--- src/rtl/psum_ofifo_pkg.sv ---
// Shared parameters for the MAC-array output path: default array geometry and
// pointer width derived from the per-lane FIFO depth.
package psum_ofifo_pkg;

    localparam int unsigned COL_DEFAULT     = 8;
    localparam int unsigned PSUM_BW_DEFAULT = 16;
    localparam int unsigned DEPTH_DEFAULT   = 16;
    localparam int unsigned PTR_W_DEFAULT   = $clog2(DEPTH_DEFAULT);

    // Pointer width for a power-of-two depth; never narrower than one bit.
    function automatic int unsigned ptr_width(input int unsigned d);
        return (d < 2) ? 1 : $clog2(d);
    endfunction

endpackage

--- src/rtl/psum_col_fifo.sv ---
// One column lane of the output FIFO: circular buffer with write/read
// pointers and an occupancy count that separates full from empty.
module psum_col_fifo
    import psum_ofifo_pkg::*;
#(
    parameter int unsigned psum_bw = PSUM_BW_DEFAULT,
    parameter int unsigned depth   = DEPTH_DEFAULT
) (
    input  logic               clk,
    input  logic               reset,
    input  logic               wr,
    input  logic               rd,
    input  logic [psum_bw-1:0] din,
    output logic [psum_bw-1:0] dout,
    output logic               full,
    output logic               empty
);

    localparam int unsigned ptr_w = ptr_width(depth);

    logic [psum_bw-1:0] mem [depth];
    logic [ptr_w-1:0]   wptr;
    logic [ptr_w-1:0]   rptr;
    logic [ptr_w:0]     count;
    logic               push;
    logic               pop;

    assign full  = (count == (ptr_w + 1)'(depth));
    assign empty = (count == '0);

    // A full lane still takes a write when a pop frees the head slot this cycle.
    assign push = wr && (!full || rd);
    assign pop  = rd && !empty;

    // Head entry is presented combinationally; the top registers it on a pop.
    assign dout = mem[rptr];

    // Storage write; contents are deliberately left unreset.
    always_ff @(posedge clk) begin
        if (!reset && push) begin
            mem[wptr] <= din;
        end
    end

    // Pointer and occupancy update; pointers wrap naturally at power-of-two depth.
    always_ff @(posedge clk) begin
        if (reset) begin
            wptr  <= '0;
            rptr  <= '0;
            count <= '0;
        end else begin
            if (push) wptr <= wptr + ptr_w'(1);
            if (pop)  rptr <= rptr + ptr_w'(1);
            case ({push, pop})
                2'b10:   count <= count + (ptr_w + 1)'(1);
                2'b01:   count <= count - (ptr_w + 1)'(1);
                default: count <= count;
            endcase
        end
    end

endmodule

--- src/rtl/psum_ofifo.sv ---
// Output FIFO for the MAC array: one independent lane per column absorbs the
// skewed south outputs; whole rows are popped once every lane holds data.
module psum_ofifo
    import psum_ofifo_pkg::*;
#(
    parameter int unsigned col     = COL_DEFAULT,
    parameter int unsigned psum_bw = PSUM_BW_DEFAULT,
    parameter int unsigned depth   = DEPTH_DEFAULT
) (
    input  logic                   clk,
    input  logic                   reset,
    input  logic [psum_bw*col-1:0] in,
    input  logic [col-1:0]         wr,
    input  logic                   rd,
    output logic [psum_bw*col-1:0] out,
    output logic                   o_valid,
    output logic                   o_ready,
    output logic                   o_full,
    output logic                   o_empty,
    output logic                   o_overflow
);

    logic [col-1:0]         full_vec;
    logic [col-1:0]         empty_vec;
    logic [psum_bw*col-1:0] head_row;
    logic                   pop;
    logic [col-1:0]         drop_vec;

    assign o_ready = &(~empty_vec);
    assign o_full  = |full_vec;
    assign o_empty = &empty_vec;

    assign pop      = rd && o_ready;
    assign drop_vec = wr & full_vec & {col{~pop}};

    for (genvar c = 0; c < col; c++) begin : g_lane
        psum_col_fifo #(
            .psum_bw (psum_bw),
            .depth   (depth)
        ) u_lane (
            .clk   (clk),
            .reset (reset),
            .wr    (wr[c]),
            .rd    (pop),
            .din   (in[psum_bw*c +: psum_bw]),
            .dout  (head_row[psum_bw*c +: psum_bw]),
            .full  (full_vec[c]),
            .empty (empty_vec[c])
        );
    end

    // Registered output row and one-cycle valid pulse per accepted pop.
    always_ff @(posedge clk) begin
        if (reset) begin
            out     <= '0;
            o_valid <= 1'b0;
        end else begin
            o_valid <= pop;
            if (pop) out <= head_row;
        end
    end

    // Sticky record of any write dropped against a full lane.
    always_ff @(posedge clk) begin
        if (reset) begin
            o_overflow <= 1'b0;
        end else if (|drop_vec) begin
            o_overflow <= 1'b1;
        end
    end

endmodule
--- config.mk ---
export PLATFORM = sky130hd
export DESIGN_NAME = psum_ofifo
export DESIGN_NICKNAME = d
export VERILOG_FILES = /design/src/rtl/psum_ofifo_pkg.sv /design/src/rtl/psum_col_fifo.sv /design/src/rtl/psum_ofifo.sv
export SDC_FILE = /design/constraint.sdc
export NUM_CORES = 2
export LEC_CHECK = 0
export CORE_MARGIN = 4
export CORE_UTILIZATION = 50
export CTS_BUF_LIST = sky130_fd_sc_hd__clkbuf_16
export DETAILED_ROUTE_END_ITERATION = 8
export PLACE_DENSITY_LB_ADDON = 0.15
export SYNTH_ARGS = -nofsm -noshare
export SYNTH_HDL_FRONTEND = slang
export SYNTH_SLANG_ARGS = --single-unit
--- constraint.sdc ---
create_clock -name clk -period 5 [get_ports clk]
set_input_delay 0.75 -clock clk [delete_from_list [all_inputs] [get_ports clk]]
set_output_delay 0.75 -clock clk [all_outputs]
set_load 0.01 [all_outputs]
* Word level (Yosys, flattened, before mapping)
Memory sizes are Yosys's and may differ from the RTL's. A register that Yosys moved wholly into a read port is not among the register bits.
Cells that the tools add are included.
** Word-level totals
- Register bits after elaboration :: 106
- RAM bits :: 2048
- Output and inout bits :: 133
- Word-level logic and storage cells :: 188
- Memories kept :: 8
** Memory list
- g_lane[0].u_lane.mem :: depth 16, width 16, rd ports 1, clocked after Yosys merged registers in 1, write ports 1, line psum_col_fifo.sv:21 : logic [psum_bw-1:0] mem [depth];
- g_lane[1].u_lane.mem :: depth 16, width 16, rd ports 1, clocked after Yosys merged registers in 1, write ports 1, line psum_col_fifo.sv:21
- g_lane[2].u_lane.mem :: depth 16, width 16, rd ports 1, clocked after Yosys merged registers in 1, write ports 1, line psum_col_fifo.sv:21
- g_lane[3].u_lane.mem :: depth 16, width 16, rd ports 1, clocked after Yosys merged registers in 1, write ports 1, line psum_col_fifo.sv:21
- g_lane[4].u_lane.mem :: depth 16, width 16, rd ports 1, clocked after Yosys merged registers in 1, write ports 1, line psum_col_fifo.sv:21
- g_lane[5].u_lane.mem :: depth 16, width 16, rd ports 1, clocked after Yosys merged registers in 1, write ports 1, line psum_col_fifo.sv:21
- +2 memories
** Cells by class
- $add $sub $neg :: 32
- Eq/ne operators :: 24
- Multiplexer cells :: 24
- Bitwise operators :: 4
- Reduce and logical (&&, ||, !) cells :: 70
** Operator list (number)
- 5-bit case mux with 2 select lines :: 8
- 4-bit by 1-bit adder with 4-bit output, second input constant :: 16
- 5-bit by 1-bit adder with 5-bit output, second input constant :: 8
- 5-bit == test, second input constant :: 8
- 5-bit logical NOT :: 8
- 5-bit by 1-bit subtractor with 5-bit output, second input constant :: 8
- 1-bit logical AND :: 25
- 1-bit logical NOT :: 17
- 8-bit bitwise AND :: 2
- 2-bit by 1-bit == test with 1-bit output, second input constant :: 8
- 2-bit == test, second input constant :: 8
- 1-bit two-way mux :: 16
- 8-bit AND reduction :: 2
- 2-bit nonzero test :: 8
- 8-bit OR reduction :: 2
- 1-bit logical OR :: 8
- 8-bit inverter :: 1
- 1-bit inverter :: 1

* Logic depth before layout (Yosys ltp)
- Depth after elaboration :: 9
- Depth in mapped cells :: 19

* Cells and area by module
From an unflattened synthesis, not the netlist that was laid out.
** Second synthesis, totals
- Cell total of the unflattened synthesis :: 4645
- Area, all modules :: 90067.6 µm²
** By module, submodules not included
- psum_col_fifo at g_lane[1].u_lane ... :: instances 6, cells each 509, area each 10522.6 µm², seq. area each 8027.7 µm²
- psum_col_fifo at g_lane[0].u_lane :: instances 1, cells each 516, area each 10576.4 µm², seq. area each 8027.7 µm²
- psum_col_fifo at g_lane[7].u_lane :: instances 1, cells each 500, area each 10510.1 µm², seq. area each 8027.7 µm²
- psum_ofifo :: instances 1, cells each 575, area each 5845.6 µm², seq. area each 2602.5 µm²

* Worst setup path before layout
No wires, ideal clock.
- Path kind :: reg2reg
- From :: register g_lane[5].u_lane.count[1]
- To :: memory g_lane[6].u_lane.mem[0][0] in the netlist's numbering, enable pin
- Setup time :: 0.430 ns
- Arrival :: 3.358 ns
- Required time :: 4.570 ns
- Slack :: 1.212 ns
- Stages on the path, launching flop included :: 11
- Clock period less this slack :: 3.788 ns
- Cells stage by stage :: dfxtp_1 > buf_2 > or4_1 > o22ai_1 > or4_4 > buf_12 > inv_6 > a21oi_2 > nor2b_4 > inv_2 > nor4_1
** Between the ends
- Word-level cells in the longest chain between the ends :: 9
** RTL lines
- start, declared :: line psum_col_fifo.sv:24 : logic [ptr_w:0] count;
- start signal, assigned :: line psum_col_fifo.sv:55 : 2'b10: count <= count + (ptr_w + 1)'(1);
- start signal, assigned :: line psum_col_fifo.sv:56 : 2'b01: count <= count - (ptr_w + 1)'(1);
- start signal, assigned :: line psum_col_fifo.sv:57 : default: count <= count;
- 5-bit logical NOT :: line psum_col_fifo.sv:29 : assign empty = (count == '0);
- 8-bit inverter :: line psum_ofifo.sv:29 : assign o_ready = &(~empty_vec);
- 8-bit AND reduction :: line psum_ofifo.sv:29
- 1-bit logical AND :: line psum_ofifo.sv:33 : assign pop = rd && o_ready;
- 1-bit logical OR :: line psum_col_fifo.sv:32 : assign push = wr && (!full || rd);
- 1-bit logical AND :: line psum_col_fifo.sv:32
- 1-bit logical AND :: line psum_col_fifo.sv:40 : if (!reset && push) begin
- 1-bit two-way mux :: line psum_col_fifo.sv:40
- 1-bit two-way mux (implied by the code) :: line psum_col_fifo.sv:41 : mem[wptr] <= din;
- end, declared :: line psum_col_fifo.sv:21
No other way between the ends.

* Worst setup path in the final report
- From :: register g_lane[6].u_lane.count[2]
- To :: memory g_lane[3].u_lane.mem[13][3] in the netlist's numbering, enable pin
** Between the ends
- Word-level cells in the longest chain between the ends :: 9
** RTL lines (line)
- start, declared :: psum_col_fifo.sv:24
- start signal, assigned :: psum_col_fifo.sv:55
- start signal, assigned :: psum_col_fifo.sv:56
- start signal, assigned :: psum_col_fifo.sv:57
- 5-bit logical NOT :: psum_col_fifo.sv:29
- 8-bit inverter :: psum_ofifo.sv:29
- 8-bit AND reduction :: psum_ofifo.sv:29
- 1-bit logical AND :: psum_ofifo.sv:33
- 1-bit logical OR :: psum_col_fifo.sv:32
- 1-bit logical AND :: psum_col_fifo.sv:32
- 1-bit logical AND :: psum_col_fifo.sv:40
- 1-bit two-way mux :: psum_col_fifo.sv:40
- 1-bit two-way mux (implied by the code) :: psum_col_fifo.sv:41
- end, declared :: psum_col_fifo.sv:21
No other way between the ends.

==> results_dict.tcl <==
set metrics [dict create \
    outcome "finished clean" \
    drt_iter0_markers 3986 \
    clk_pin_slew_ps 60 \
    cts_tree "yes" \
    die_y_um 429 \
    synth_top_area_share_pct 69.4 \
    postCtsSetupBuffers 0 \
    drc 0 \
    drive_gt1_share_pct 26.6 \
    syn-num-nets 4597 \
    synth_async_sr_flop_share_pct 0 \
    vias 43200 \
    fin_crit_ps 4310 \
    path_class "reg -> reg" \
    netlist_area_mm2 0.0886 \
    ys_seq_elements 2282 \
    fin_crit_sh_pct 86.3 \
    setup_violations 0 \
    initial_core_util_pct 50.3 \
    power.density_mw_per_mm2 373 \
    place_congestion 0.756 \
    clk_path_buf_depth 3 \
    pin_count 272 \
    startpoint_type "register" \
    grt_pass1_wl_um 295000 \
    gr-total-overflow 0 \
    cts_sinks 2282 \
    synth.largest_area_cell "edfxtp_1" \
    synth_edf_count 2048 \
    hpwl_um 115000 \
    skew_ps 26.4 \
    finalHoldViolCount 0 \
    crit_path_max_fanout 57 \
    clk_latency_ps 870 \
    cts_root_buffer "clkbuf_16" \
    rsz0062_at_grt "false" \
    p_leak_nw 31.6 \
    slew_headroom_pct 20.7 \
    grt_pass1_vias 44200 \
    yosysUniqueCellTypes 71 \
    row_count 154 \
    final_nets 5032 \
    drt-wirelength-per-cell_um 26.8 \
    fmax_mhz 232 \
    holdBufCountCts 0 \
    critical_path.startpoint "g_lane[6].u_lane.count[2]$_SDFFE_PP0P_" \
    vias_per_cell 5.85 \
    r2r-start "g_lane[6].u_lane.count[2]$_SDFFE_PP0P_" \
    end_kind "register" \
    hold_class "in -> reg" \
    firstDrtPassIters 5 \
    cts_buffers 223 \
    critPathArrivalTime_ps 4820 \
    routed_wl_um 198000 \
    synth_area_leaders "edfxtp_1 (69%), mux4_2 (16%), dfxtp_1 (5.3%)" \
    cap_violations 0 \
    cts_resized 0 \
    coreArea_mm2 0.176 \
    portBuffers 271 \
    cts_max_level 4 \
    dieArea_mm2 0.184 \
    tightest_slew_ps 1190 \
    yosysSeqAreaShare_pct 74.7 \
    peakVddDrop_mv 0.318 \
    critical_path_required_ps 5510 \
    grt_max_degree 91 \
    synthFlopType "edfxtp_1" \
    finalSetupTns_ps 0 \
    ant_nets 0 \
    antenna_found_initial 28 \
    slew_violations 0 \
    min-delay-start "reset" \
    synthCells 4392 \
    total_power_mw 38.1 \
    fillers 13000 \
    grt_use_total_pct 21.6 \
    syn_to_final_growth_pct 15.3 \
    synth_warnings 0 \
    die_w_um 429 \
    syn_avg_cell_area_um2 20.2 \
]
[final cells by class]
type | count | area, µm² | share of cell area [%]
Sequential cell | 2282 | 66200 | 64.8
Multi-Input combinational cell | 1807 | 21400 | 20.9
Clock buffer | 225 | 5630 | 5.51
Timing Repair Buffer | 455 | 4130 | 4.04
Tap cell | 2340 | 2930 | 2.87
Clock inverter | 200 | 1560 | 1.52
Inverter | 58 | 230 | 0.225
Antenna cell | 21 | 52.6 | 0.0514
[Yosys cell counts, types with 21 or more instances]
master / number
a21oi_1: 169
buf_1: 33
buf_2: 60
clkbuf_1: 117
dfxtp_1: 234
edfxtp_1: 2048
ha_1: 64
inv_1: 53
mux4_2: 640
nand2_1: 333
nand3_1: 48
nor2_1: 202
nor2b_1: 23
nor3_1: 38
nor4_1: 21
o21ai_0: 26
xor2_1: 29
[layer usage]
| layer | GRT usage, % | share of wire [%] |
|---|---|---|
| met1 | 30.1 | 42 |
| met2 | 35.5 | 50 |
| met3 | 3.25 | 5.1 |
| met4 | 6.95 | 2.7 |
| met5 | 0 | 0.031 |
[state kept, by name, indices dropped and copies added (netlist names)]
name	flops
o_valid	1
g_lane.u_lane.count	40
g_lane.u_lane.wptr	32
g_lane.u_lane.rptr	32
g_lane.u_lane.mem	2048
out	128
o_overflow	1
[per-stage QoR]
stage          utilization (%)  instances  area [µm²]  hold slack [ps]  worst slack, ps
3_5_place_dp              53.9       6942       94900              445              665
3_3_place_gp              53.9       6942       94900              442              731
4_1_cts                   58.0       7367      102000              324              643
2_1_floorplan                -       4392       88600              466             1210
5_1_grt                   58.0       7380      102000              375              434
6_report                  58.0       7388      102000              390              687
[placed cells by master (no fill, tap or decap), types with 26 or more instances in the layout]
| cell type | synthesis | routed |
|---|---|---|
| o21ai_0 | 26 | 26 |
| a21oi_1 | 169 | 169 |
| nand3_1 | 48 | 48 |
| clkdlybuf4s50_1 | 0 | 269 |
| mux4_2 | 640 | 640 |
| nor2_2 | 4 | 100 |
| clkinv_2 | 0 | 46 |
| xor2_1 | 29 | 29 |
| buf_4 | 9 | 181 |
| dfxtp_1 | 234 | 218 |
| clkbuf_16 | 0 | 225 |
| nand2_1 | 333 | 333 |
| nor2_1 | 202 | 106 |
| edfxtp_1 | 2048 | 2048 |
| inv_1 | 53 | 110 |
| clkinv_1 | 1 | 53 |
| ha_1 | 64 | 64 |
[path summary, 6_finish.rpt]
check | end | cells past startpoint | slack, ps
worst max-delay path | g_lane[3].u_lane.mem[13][3]$_DFFE_PP_ | 10 | 690
worst min-delay path | g_lane[7].u_lane.rptr[2]$_SDFFE_PP0N_ | 2 | 390
worst max register to register | g_lane[3].u_lane.mem[13][3]$_DFFE_PP_ | 10 | 690
worst min register to register | out[60]$_SDFFE_PP0N_ | 2 | 450
[logic make-up after synthesis]
family	count (synthesis)	share of synthesized area, %
AOI/OAI and AO/OA	267	1.82
buffers and inverters	303	1.61
muxes	672	16.7
DFF	2282	74.7
adders and majority gates	66	0.949
and+or+nand+nor	753	3.76
xor gates and xnor gates	49	0.484
[power breakdown]
| part | switching (mW) | total, mW | internal (mW) |
|---|---|---|---|
| Clock | 7.12 | 16.2 | 9.12 |
| Sequential | 0.0631 | 21.0 | 20.9 |
| Combinational | 0.556 | 0.853 | 0.297 |
| Total | 7.74 | 38.1 | 30.3 |
[worst max-delay path: stages, from the launching register on]
cell	delay, ps
dfxtp_1	480
or4_1	200
o22ai_1	120
or4_4	710
inv_6	300
nand2_8	270
inv_8	320
buf_4	750
o211ai_2	290
nor2_2	130
buf_4	340
No activity file was read; power rests on OpenSTA's default activity.
